<file path="config.mk">
export PLATFORM = sky130hd
export DESIGN_NAME = io_input_buffer
export DESIGN_NICKNAME = d
export VERILOG_FILES = /design/src/rtl/io_input_buffer.sv
export SDC_FILE = /design/constraint.sdc
export NUM_CORES = 1
export LEC_CHECK = 0
export BUFFER_PORTS_ARGS = -buffer_cell sky130_fd_sc_hd__buf_2
export CAP_MARGIN = 0
export CORE_MARGIN = 4
export CORE_UTILIZATION = 53
export DETAILED_ROUTE_END_ITERATION = 10
export GPL_TIMING_DRIVEN = 1
export PLACE_DENSITY = 0.76
export RECOVER_POWER = 50
export SYNTH_ARGS = -nofsm -noshare
export SYNTH_HDL_FRONTEND = slang
export SYNTH_SLANG_ARGS = --single-unit
</file>
<file path="constraint.sdc">
create_clock -name i_clk -period 1.8 [get_ports i_clk]
set_input_delay 0.36 -clock i_clk [delete_from_list [all_inputs] [get_ports i_clk]]
set_output_delay 0.36 -clock i_clk [all_outputs]
set_load 0.01 [all_outputs]
</file>
<file path="src/rtl/io_input_buffer.sv">
// Input peripheral: synchronizes and debounces 10 slide switches and 4 push buttons,
// keeps a sticky press register, and serves LSU reads of the input-peripheral region.
module io_input_buffer #(
    parameter int unsigned DEBOUNCE_CYCLES = 16
) (
    input  logic        i_clk,
    input  logic        i_reset,
    input  logic [9:0]  i_sw,
    input  logic [3:0]  i_button,
    input  logic        i_rd_en,
    input  logic [11:0] i_addr,
    output logic [31:0] o_rdata,
    output logic [9:0]  o_sw_db,
    output logic [3:0]  o_btn_db
);

    localparam int unsigned NBITS = 14;
    localparam int unsigned CNT_W = $clog2(DEBOUNCE_CYCLES);
    localparam logic [CNT_W-1:0] CNT_MAX = CNT_W'(DEBOUNCE_CYCLES - 1);

    localparam logic [11:0] ADDR_SW    = 12'h000;
    localparam logic [11:0] ADDR_BTN   = 12'h010;
    localparam logic [11:0] ADDR_PRESS = 12'h014;

    logic [9:0]       sw_meta_q, sw_meta_d, sw_sync_q, sw_sync_d;
    logic [3:0]       btn_meta_q, btn_meta_d, btn_sync_q, btn_sync_d;
    logic [NBITS-1:0] sync_bits;
    logic [NBITS-1:0] stable_q, stable_d;
    logic [CNT_W-1:0] cnt_q [NBITS];
    logic [CNT_W-1:0] cnt_d [NBITS];
    logic [3:0]       sticky_q, sticky_d;
    logic [3:0]       press_rise;
    logic             rd_clear;

    always_comb begin
        sw_meta_d  = i_sw;
        sw_sync_d  = sw_meta_q;
        btn_meta_d = i_button;
        btn_sync_d = btn_meta_q;
    end

    // Buttons are active-low on the pins; flip to pressed=1 after the synchronizer.
    assign sync_bits = {~btn_sync_q, sw_sync_q};

    always_comb begin
        for (int i = 0; i < NBITS; i++) begin
            stable_d[i] = stable_q[i];
            cnt_d[i]    = '0;
            if (sync_bits[i] != stable_q[i]) begin
                if (cnt_q[i] == CNT_MAX) begin
                    stable_d[i] = sync_bits[i];
                end else begin
                    cnt_d[i] = cnt_q[i] + CNT_W'(1);
                end
            end
        end
    end

    // A press landing on the same edge as the clearing read must survive.
    always_comb begin
        press_rise = stable_d[13:10] & ~stable_q[13:10];
        rd_clear   = i_rd_en && (i_addr == ADDR_PRESS);
        sticky_d   = (rd_clear ? 4'h0 : sticky_q) | press_rise;
    end

    always_ff @(posedge i_clk or negedge i_reset) begin
        if (!i_reset) begin
            sw_meta_q  <= '0;
            sw_sync_q  <= '0;
            btn_meta_q <= '1;
            btn_sync_q <= '1;
            stable_q   <= '0;
            sticky_q   <= '0;
            for (int i = 0; i < NBITS; i++) begin
                cnt_q[i] <= '0;
            end
        end else begin
            sw_meta_q  <= sw_meta_d;
            sw_sync_q  <= sw_sync_d;
            btn_meta_q <= btn_meta_d;
            btn_sync_q <= btn_sync_d;
            stable_q   <= stable_d;
            sticky_q   <= sticky_d;
            for (int i = 0; i < NBITS; i++) begin
                cnt_q[i] <= cnt_d[i];
            end
        end
    end

    assign o_sw_db  = stable_q[9:0];
    assign o_btn_db = stable_q[13:10];

    always_comb begin
        o_rdata = 32'h0;
        if (i_rd_en) begin
            case (i_addr)
                ADDR_SW:    o_rdata = {22'h0, o_sw_db};
                ADDR_BTN:   o_rdata = {28'h0, o_btn_db};
                ADDR_PRESS: o_rdata = {28'h0, sticky_q};
                default:    o_rdata = 32'h0;
            endcase
        end
    end

endmodule

</file>
==> flow_metrics.env, run 1 <==
export IMPL_drive_gt1_share_pct=26.9
export IMPL_fill_cells=608
export IMPL_cts_tree="built"
export IMPL_worst_setup_path_start_kind="input pin"
export IMPL_hp_class="in -> reg"
export IMPL_start_util_pct=55.1
export IMPL_synth_area_top_cells="dfrtp_1 (55%), dfstp_2 (4.9%), xnor2_1 (4.9%)"
export IMPL_yosysSeqAreaShare_pct=59.6
export IMPL_totalWireLength_um=7290
export IMPL_gp_congestion=0.753
export IMPL_clkLatencyLatePin_ns=0.36
export IMPL_rr_startpoint="cnt_q[32]"
export IMPL_cts_buffers=9
export IMPL_rr_worst_depth=3
export IMPL_ys_ff_latch=102
export IMPL_cap_viol_max_count=0
export IMPL_first_pass_iters=5
export IMPL_area_delta_synth_final_pct=17.9
export IMPL_multi_input_area_mm2=0.00159
export IMPL_port_buffers=52
export IMPL_core_area_mm2=0.00781
export IMPL_die_h_um=98.1
export IMPL_drc=0
export IMPL_seqCellArea_mm2=0.00256
export IMPL_synth_flop_cell="dfrtp_1"
export IMPL_antenna_found_initial=0
export IMPL_dr_first_iter_drc_count=123
export IMPL_htreeDepth=3
export IMPL_hpwl_um=5270
export IMPL_fp_dieW_um=98.1
export IMPL_power_leakage_nw=2.35
export IMPL_synth_cells=351
export IMPL_clock_sinks=102
export IMPL_vias=2719
export IMPL_setup_violations=10
export IMPL_violations="negative setup slack"
export IMPL_power_density_mw_per_mm2=892
export IMPL_yosys_area_top_type="dfrtp_1"
export IMPL_timing_fmax_mhz=489
export IMPL_dp_cells=514
export IMPL_critPathArrivalTime_ns=1.68
export IMPL_die_area_mm2=0.00962
export IMPL_hold_viol=0
export IMPL_grtUsageTotal_pct=15.9
export IMPL_fin_crit_sh_pct=114
export IMPL_synth_top_cell_area_share_pct=54.7
export IMPL_critPathLaunch="i_addr[6]"
export IMPL_yosys_top_cells_count="dfrtp_1 (94), a21oi_1 (28), xnor2_1 (24)"
export IMPL_skew_ns=0.0103
export IMPL_min_delay_start="i_button[3]"
export IMPL_critPathRequiredTime_ns=1.44
export IMPL_via_per_inst=5.09
export IMPL_status="finished, violations left"
export IMPL_grt_overflow=0
export IMPL_ys_async_sr_fraction_pct=100
export IMPL_maxSlewHeadroom_pct=39.7
export IMPL_period_needed_ns=2.04
export IMPL_fin_cells=534
export IMPL_final_util_pct=65.0
export IMPL_tightest_slew_ns=0.904
export IMPL_synth_edf_count=0
export IMPL_grt_pass1_vias=2688
export IMPL_wl_per_cell_um=13.7
export IMPL_synth_cell_types=29
export IMPL_num_io_pins=75
export IMPL_avgSynthCellArea_um2=12.3
export IMPL_yosysMostFrequentCell="dfrtp_1"
export IMPL_grt_max_degree=38
export IMPL_nets=470
export IMPL_ant_nets=0
export IMPL_rsz0062_at_grt="true"
export IMPL_yosysWarnings=0
export IMPL_worst_setup_path_end_kind="output port"
export IMPL_drv_slew=0
export IMPL_path_max_fanout=6
export IMPL_holdPathStages=1
export IMPL_rows=32
export IMPL_power_w=0.00452
export IMPL_netlist_area_mm2=0.00430
export IMPL_antennaDiodeCount=0
export IMPL_setup_ws_ns=-0.244
export IMPL_grt_pass1_wl_um=12400
export IMPL_crit_type="in -> out"
export IMPL_cts_root_buf="clkbuf_8"
export IMPL_holdWs_ns=0.0948
export IMPL_clk_pin_slew_ns=0.09
export IMPL_ir_drop_mv=0.564
export IMPL_clockBufferDepth=2
-- worst paths after layout --
| kind | endpoint | slack, ns |
|---|---|---|
| worst max-delay path | o_rdata[4] | -0.24 |
| worst min register to register | sw_sync_q[0] | 0.36 |
| min in group asynchronous | stable_q[9] | 0.66 |
| max in group asynchronous | cnt_q[31] | 0.19 |
| worst max register to register | stable_q[5] | 0.56 |
| worst min-delay path | btn_meta_q[3] | 0.09 |
-- cells by family (layout without fill, tap and decap cells) --
| logic type | after synthesis | count (layout) | synth area share, % |
|---|---|---|---|
| XOR/XNOR | 28 | 28 | 5.70 |
| other | 1 | 22 | 0.0872 |
| flip-flops | 102 | 102 | 59.6 |
| AND/OR/NAND/NOR | 94 | 94 | 14.1 |
| AO/OA/AOI/OAI | 54 | 54 | 6.98 |
| adder cells (fa/ha/maj) | 14 | 14 | 4.07 |
| buffers and inverters | 44 | 104 | 5.76 |
| multiplexers | 14 | 14 | 3.67 |
-- where the power goes --
group | switching, W | internal, W | leakage (nW) | total [W]
sequential | 0.0000941 | 0.00241 | 1.29 | 0.00250
combinational | 0.000174 | 0.000149 | 0.942 | 0.000323
clock | 0.000734 | 0.000964 | 0.120 | 0.00170
total | 0.00100 | 0.00352 | 2.35 | 0.00452
-- flip-flops by register name, summed over array words and instances, names as in the netlist --
name,cells
sw_sync_q,10
sw_meta_q,10
btn_meta_q,4
stable_q,14
cnt_q,56
btn_sync_q,4
sticky_q,4
-- metal layers --
metal	routed length, µm	up-vias	part of all wire [%]	global-route usage, %
li1	-	1329	-	-
met2	3520	69	48	25.4
met5	0	-	0	0
met3	415	6	5.7	5.57
met4	74	0	1.0	4.69
met1	3280	1315	45	20.7
-- area by class of cell --
type	instances	share of cell area, %
flip-flops and latches	102	50.5
well taps	102	2.52
clock buffers	11	2.79
repair buffers	66	9.01
clock inverters	5	2.10
multi-input cells	226	31.4
inverters	22	1.63
-- worst max-delay path, cell delays in order --
cell and delay (ns):
buf_6 0.09, or4_4 0.55, nor4_4 0.27, buf_6 0.17
and2_4 0.15, buf_6 0.09
-- timing repair --
action | in CTS | in global routing
pin swaps | 9 | 5
hold endpoints to repair | 28 | 0
setup buffers | 2 | 1
gates resized for setup | 12 | 9
endpoints found under the setup margin | 10 | 10
hold buffers | 1 | 0
-- stage by stage --
| step | setup TNS (ns) | instance area (µm²) | setup WS, ns |
|---|---|---|---|
| after floorplan | 0 | 4380 | 0.0374 |
| after global placement | -2.87 | 4720 | -0.269 |
| after detailed placement | -3.10 | 4720 | -0.321 |
| after CTS | -2.51 | 5040 | -0.279 |
| after global routing | -3.63 | 5070 | -0.291 |
| final | -2.29 | 5070 | -0.244 |
-- layout by cell type (no fill, tap or decap), types with 5 or more instances in the layout --
| cell type | instances |
|---|---|
| dfrtp_1 | 94 |
| buf_2 | 42 |
| a21oi_1 | 28 |
| xnor2_1 | 24 |
| inv_1 | 22 |
| conb_1 | 22 |
| nor2_1 | 18 |
| o21ai_0 | 18 |
| nand3_1 | 14 |
| nor3b_1 | 14 |
| mux2_2 | 14 |
| nand4b_1 | 14 |
| ha_1 | 14 |
| buf_6 | 11 |
| nor2b_1 | 10 |
| clkbuf_8 | 10 |
| buf_4 | 8 |
| dfstp_2 | 6 |
| and2_4 | 5 |
(Power assumes the default switching activity.)
==> run 2, diff against run 1 <==
- CTS_BUF_LIST: not set -> sky130_fd_sc_hd__clkbuf_8
- RECOVER_POWER: 50 -> 25
==> run 2 against run 1 <==
  * The run still ends with negative setup slack left
  * Combinational power rose by 1%
  * Non-clock buffer count did not move
  * Sequential cell count did not move
  * Critical path depth did not move
  * Die area did not move
  * Clock power barely moved
  * Final cell count did not move
  * Critical path type unchanged
  * Critical endpoint unchanged
  * Largest cell class unchanged
==> flow_metrics.env, run 2 (synthesis results as in run 1) <==
export IMPL_cts_tree="built"
export IMPL_cp_common_cell="buf_6"
export IMPL_core_area_mm2=0.00781
export IMPL_met3_usage_pct=5.57
export IMPL_reg_largest_list="cnt_q (56), stable_q (14)"
export IMPL_power_w=0.00452
export IMPL_largest_register_ff_count=56
export IMPL_gp_congestion=0.753
export IMPL_totalWireLength_um=7290
export IMPL_cap_viol_max_count=0
export IMPL_port_buffers=52
export IMPL_fill_cells=607
export IMPL_wl_per_cell_um=13.6
export IMPL_area_delta_synth_final_pct=18.2
export IMPL_power_density_mw_per_mm2=889
export IMPL_ant_nets=0
export IMPL_nets=470
export IMPL_critPathRequiredTime_ns=1.44
export IMPL_rsz0062_at_grt="true"
export IMPL_maxSlewHeadroom_pct=37.2
export IMPL_grt_max_degree=38
export IMPL_drc=0
export IMPL_clock_sinks=102
export IMPL_worst_setup_path_end_kind="output port"
export IMPL_power_leakage_nw=2.36
export IMPL_use_met1_pct=20.7
export IMPL_timing_fmax_mhz=489
export IMPL_final_util_pct=65.1
export IMPL_top_register="cnt_q"
export IMPL_skew_ns=0.0102
export IMPL_violations="negative setup slack"
export IMPL_die_h_um=98.1
export IMPL_htreeDepth=3
export IMPL_grtUsageTotal_pct=15.9
export IMPL_cp_top_family="simple AND/OR/NAND/NOR gates"
export IMPL_setup_violations=10
export IMPL_via_per_inst=5.09
export IMPL_drv_slew=0
export IMPL_max_stage_delay_ns=0.55
export IMPL_cts_buffers=9
export IMPL_antenna_found_initial=0
export IMPL_grt_pass1_vias=2688
export IMPL_critPathSlowestCell="or4_4"
export IMPL_path_buf_inv=3
export IMPL_clk_pin_slew_ns=0.09
export IMPL_fp_dieW_um=98.1
export IMPL_first_pass_iters=5
export IMPL_hpwl_um=5270
export IMPL_top_usage_layer="met2"
export IMPL_dr_first_iter_drc_count=114
export IMPL_hp_class="in -> reg"
export IMPL_period_needed_ns=2.04
export IMPL_status="finished, violations left"
export IMPL_worstPathCellList="buf_6 -> or4_4 -> nor4_4 -> buf_6 -> and2_4 -> buf_6"
export IMPL_setup_ws_ns=-0.245
export IMPL_final_common_cell="dfrtp_1"
export IMPL_hold_viol=0
export IMPL_fin_crit_sh_pct=114
export IMPL_critPathArrivalTime_ns=1.68
export IMPL_cts_root_buf="clkbuf_8"
export IMPL_final_cell_mix="dfrtp_1 (94), buf_2 (42), a21oi_1 (28)"
export IMPL_use_met2_pct=25.4
export IMPL_grt_pass1_wl_um=12400
export IMPL_drive_gt1_share_pct=27.3
export IMPL_start_util_pct=55.1
export IMPL_num_io_pins=75
export IMPL_ir_drop_mv=0.565
export IMPL_die_area_mm2=0.00962
export IMPL_grt_overflow=0
export IMPL_antennaDiodeCount=0
export IMPL_rows=32
export IMPL_crit_type="in -> out"
export IMPL_path_max_fanout=6
export IMPL_worst_setup_path_start_kind="input pin"
export IMPL_tightest_slew_ns=0.942
export IMPL_clkLatencyLatePin_ns=0.36
export IMPL_clockBufferDepth=2
export IMPL_vias=2719
## run 2: cell types whose count changed in the layout (fill, tap and decap cells not counted), sizes merged
cell	before	now
buf	63	64
clkbuf	13	11
inv	22	23
## run 2: per-layer routing
metal	vias up	part of all wire, %	wire length, µm
met5	-	0	0
met4	0	1.2	90
met3	8	5.4	396
met2	67	48	3510
met1	1319	45	3290
li1	1325	-	-
## run 2: metrics by stage
step / hold slack [ns] / worst slack (ns) / TNS, ns / instance area (µm²) / std cells
6_report: 0.0947 / -0.245 / -2.29 / 5080 / 534
5_1_grt: 0.0681 / -0.291 / -2.66 / 5080 / 534
4_1_cts: 0.0692 / -0.279 / -2.51 / 5040 / 533
3_5_place_dp: 0.336 / -0.321 / -3.10 / 4720 / 514
3_3_place_gp: 0.334 / -0.269 / -2.87 / 4720 / 514
2_1_floorplan: 0.0644 / 0.0374 / 0 / 4380 / 372
## run 2: cell type report
type | count | area (µm²) | area share (%)
Clock buffer | 10 | 138 | 2.71
Tap cell | 102 | 128 | 2.51
Multi-Input combinational cell | 226 | 1590 | 31.4
Clock inverter | 6 | 110 | 2.17
Timing Repair Buffer | 66 | 469 | 9.23
Inverter | 22 | 82.6 | 1.62
Sequential cell | 102 | 2560 | 50.4
## run 2: path summary, 6_finish.rpt
check                           cells past startpoint         start  slack (ns)            end
worst max-delay path                                6     i_addr[6]       -0.24     o_rdata[4]
worst min-delay path                                1   i_button[3]        0.09  btn_meta_q[3]
worst max register to register                      3     cnt_q[32]        0.56    stable_q[5]
worst min register to register                      0  sw_meta_q[3]        0.36   sw_sync_q[3]
max in group asynchronous                           3       i_reset        0.37  btn_sync_q[3]
min in group asynchronous                           2       i_reset        0.68    stable_q[9]
## run 2: what timing repair did
action,in CTS,in global routing
gates cloned,0,0
hold buffers,1,0
gates resized for setup,12,9
endpoints found under the hold margin,28,0
setup endpoints to repair,10,10
pin swaps,9,5
buffers inserted,2,1
## run 2: where the power goes
part           total (W)  switching (W)  internal, W  leakage [nW]
clock network    0.00169       0.000736     0.000959         0.124
logic           0.000327       0.000175     0.000152         0.947
registers        0.00250      0.0000941      0.00241          1.29
total            0.00452        0.00100      0.00352          2.36
==> run 3, diff against run 2 <==
- PLACE_DENSITY: 0.76 -> 0.81
==> run 3 against run 2 <==
  * Clock-buffer cell count decreased by 1
  * Routed wire length increased by 2.9%
  * Largest power group unchanged
  * Die area is the same
  * Worst hold slack worse by 0.021 ns
  * Critical path type unchanged
  * The flow still finishes with violations (negative setup slack)
==> flow_metrics.env, run 3 (synthesis results as in run 1) <==
export IMPL_r2r_end="stable_q[9]"
export IMPL_top_register="cnt_q"
export IMPL_fill_cells=614
export IMPL_period_needed_ns=2.03
export IMPL_pwr_share_clk_pct=35.7
export IMPL_area_delta_synth_final_pct=15.7
export IMPL_fp_dieW_um=98.1
export IMPL_grt_max_degree=40
export IMPL_antenna_found_initial=0
export IMPL_cts_buffers=9
export IMPL_setup_violations=10
export IMPL_htreeDepth=3
export IMPL_cp_common_cell="buf_6"
export IMPL_fin_crit_sh_pct=113
export IMPL_r2r_slack_ns=0.56
export IMPL_antennaDiodeCount=0
export IMPL_seqCellArea_mm2=0.00256
export IMPL_worst_setup_path_start_kind="input pin"
export IMPL_seqPwrFrac_pct=56.9
export IMPL_cap_viol_max_count=0
export IMPL_die_area_mm2=0.00962
export IMPL_port_buffers=52
export IMPL_grt_pass1_wl_um=12800
export IMPL_totalWireLength_um=7500
export IMPL_maxSlewHeadroom_pct=44.7
export IMPL_via_per_inst=5.19
export IMPL_max_stage_delay_ns=0.58
export IMPL_nets=467
export IMPL_tightest_slew_ns=0.830
export IMPL_start_util_pct=55.1
export IMPL_clkLatencyLatePin_ns=0.37
export IMPL_hpwl_um=5370
export IMPL_worst_setup_path_end_kind="output port"
export IMPL_cp_top_family="simple AND/OR/NAND/NOR gates"
export IMPL_rows=32
export IMPL_reg_largest_list="cnt_q (56), stable_q (14)"
export IMPL_pre_cts_ws_ns=-0.278
export IMPL_critPathArrivalTime_ns=1.67
export IMPL_worstPathCellList="buf_6 -> or4b_4 -> nor4_4 -> buf_6 -> and2_1 -> buf_2"
export IMPL_critPathLaunch="i_addr[10]"
export IMPL_clockBufferDepth=2
export IMPL_die_h_um=98.1
export IMPL_drv_slew=0
export IMPL_vias=2757
export IMPL_violations="negative setup slack"
export IMPL_p_comb_share_pct=7.4
export IMPL_ir_drop_mv=0.462
export IMPL_clk_pin_slew_ns=0.10
export IMPL_switching_share_pct=24.0
export IMPL_power_density_mw_per_mm2=884
export IMPL_clock_sinks=102
export IMPL_multi_input_area_mm2=0.00158
export IMPL_final_common_cell="dfrtp_1"
export IMPL_drive_gt1_share_pct=25.6
export IMPL_timing_fmax_mhz=493
export IMPL_ant_nets=0
export IMPL_core_area_mm2=0.00781
export IMPL_rr_startpoint="cnt_q[16]"
export IMPL_skew_ns=0.00897
export IMPL_endpoint="o_rdata[4]"
export IMPL_intPower_w=0.00334
export IMPL_switching_power_w=0.00106
export IMPL_rsz0062_at_grt="true"
export IMPL_power_leakage_nw=2.32
export IMPL_cts_tree="built"
export IMPL_status="finished, violations left"
export IMPL_rr_worst_depth=3
export IMPL_first_pass_iters=4
export IMPL_final_util_pct=63.7
export IMPL_path_buf_inv=3
export IMPL_wl_per_cell_um=14.1
export IMPL_dr_first_iter_drc_count=182
export IMPL_worstSetupPathDepth=6
export IMPL_hp_class="in -> reg"
export IMPL_grt_overflow=0
export IMPL_critPathSlowestCell="or4b_4"
export IMPL_largest_register_ff_count=56
export IMPL_grt_pass1_vias=2808
export IMPL_critPathRequiredTime_ns=1.44
export IMPL_crit_type="in -> out"
export IMPL_setup_ws_ns=-0.230
export IMPL_final_cell_mix="dfrtp_1 (94), buf_2 (49), a21oi_1 (28)"
export IMPL_num_io_pins=75
export IMPL_hold_viol=0
export IMPL_power_w=0.00440
export IMPL_path_max_fanout=6
export IMPL_grtUsageTotal_pct=16.3
export IMPL_cts_root_buf="clkbuf_8"
export IMPL_gp_congestion=0.742
export IMPL_drc=0
run 3: area by class of cell:
type / instances / area share, %
multi-input cells: 226 / 31.7
inverters: 22 / 1.66
clock buffers: 9 / 2.49
flip-flops and latches: 102 / 51.5
repair buffers: 63 / 8.03
clock inverters: 7 / 1.99
well taps: 102 / 2.57
run 3: timing repair:
| action | CTS | global route |
|---|---|---|
| endpoints found under the hold margin | 26 | 0 |
| setup endpoints to repair | 10 | 10 |
| setup buffers | 1 | 0 |
| pin swaps | 9 | 0 |
| hold buffers | 1 | 0 |
| resized for setup | 4 | 3 |
run 3: layer usage:
| metal | up-vias | part of all wire, % | track usage [%] |
|---|---|---|---|
| met4 | 0 | 1.6 | 5.75 |
| li1 | 1314 | - | - |
| met3 | 14 | 5.1 | 4.93 |
| met2 | 63 | 48 | 25.8 |
| met1 | 1366 | 45 | 21.6 |
| met5 | - | 0 | 0 |
run 3: worst min-delay path by stage:
stage | startpoint | end | cells past startpoint | slack, ns
after detailed placement | i_reset | cnt_q[34] | 1 | 0.33
final | i_button[2] | btn_meta_q[2] | 1 | 0.07
after CTS | i_button[2] | btn_meta_q[2] | 1 | 0.05
after floorplan | i_reset | cnt_q[0] | 0 | 0.06
after global routing | i_button[1] | btn_meta_q[1] | 1 | 0.05
after global placement | i_reset | cnt_q[27] | 1 | 0.32
run 3: metrics by stage:
stage          TNS, ns  instance area, µm²  std cells  hold WS, ns
2_1_floorplan        0                4380        372       0.0644
3_3_place_gp     -2.75                4710        513        0.319
3_5_place_dp     -2.86                4710        513        0.331
4_1_cts          -2.18                4970        531       0.0533
5_1_grt          -2.52                4970        531       0.0489
6_report         -2.10                4970        531       0.0734
run 3: power by group through the flow:
stage / registers (W) / logic [W] / clock network (W)
detailed placement: 0.00255 / 0.000324 / 0
CTS: 0.00250 / 0.000333 / 0.00162
finish: 0.00250 / 0.000326 / 0.00157
floorplan: 0.00252 / 0.000224 / 0
global placement: 0.00253 / 0.000305 / 0
global route: 0.00252 / 0.000378 / 0.00171
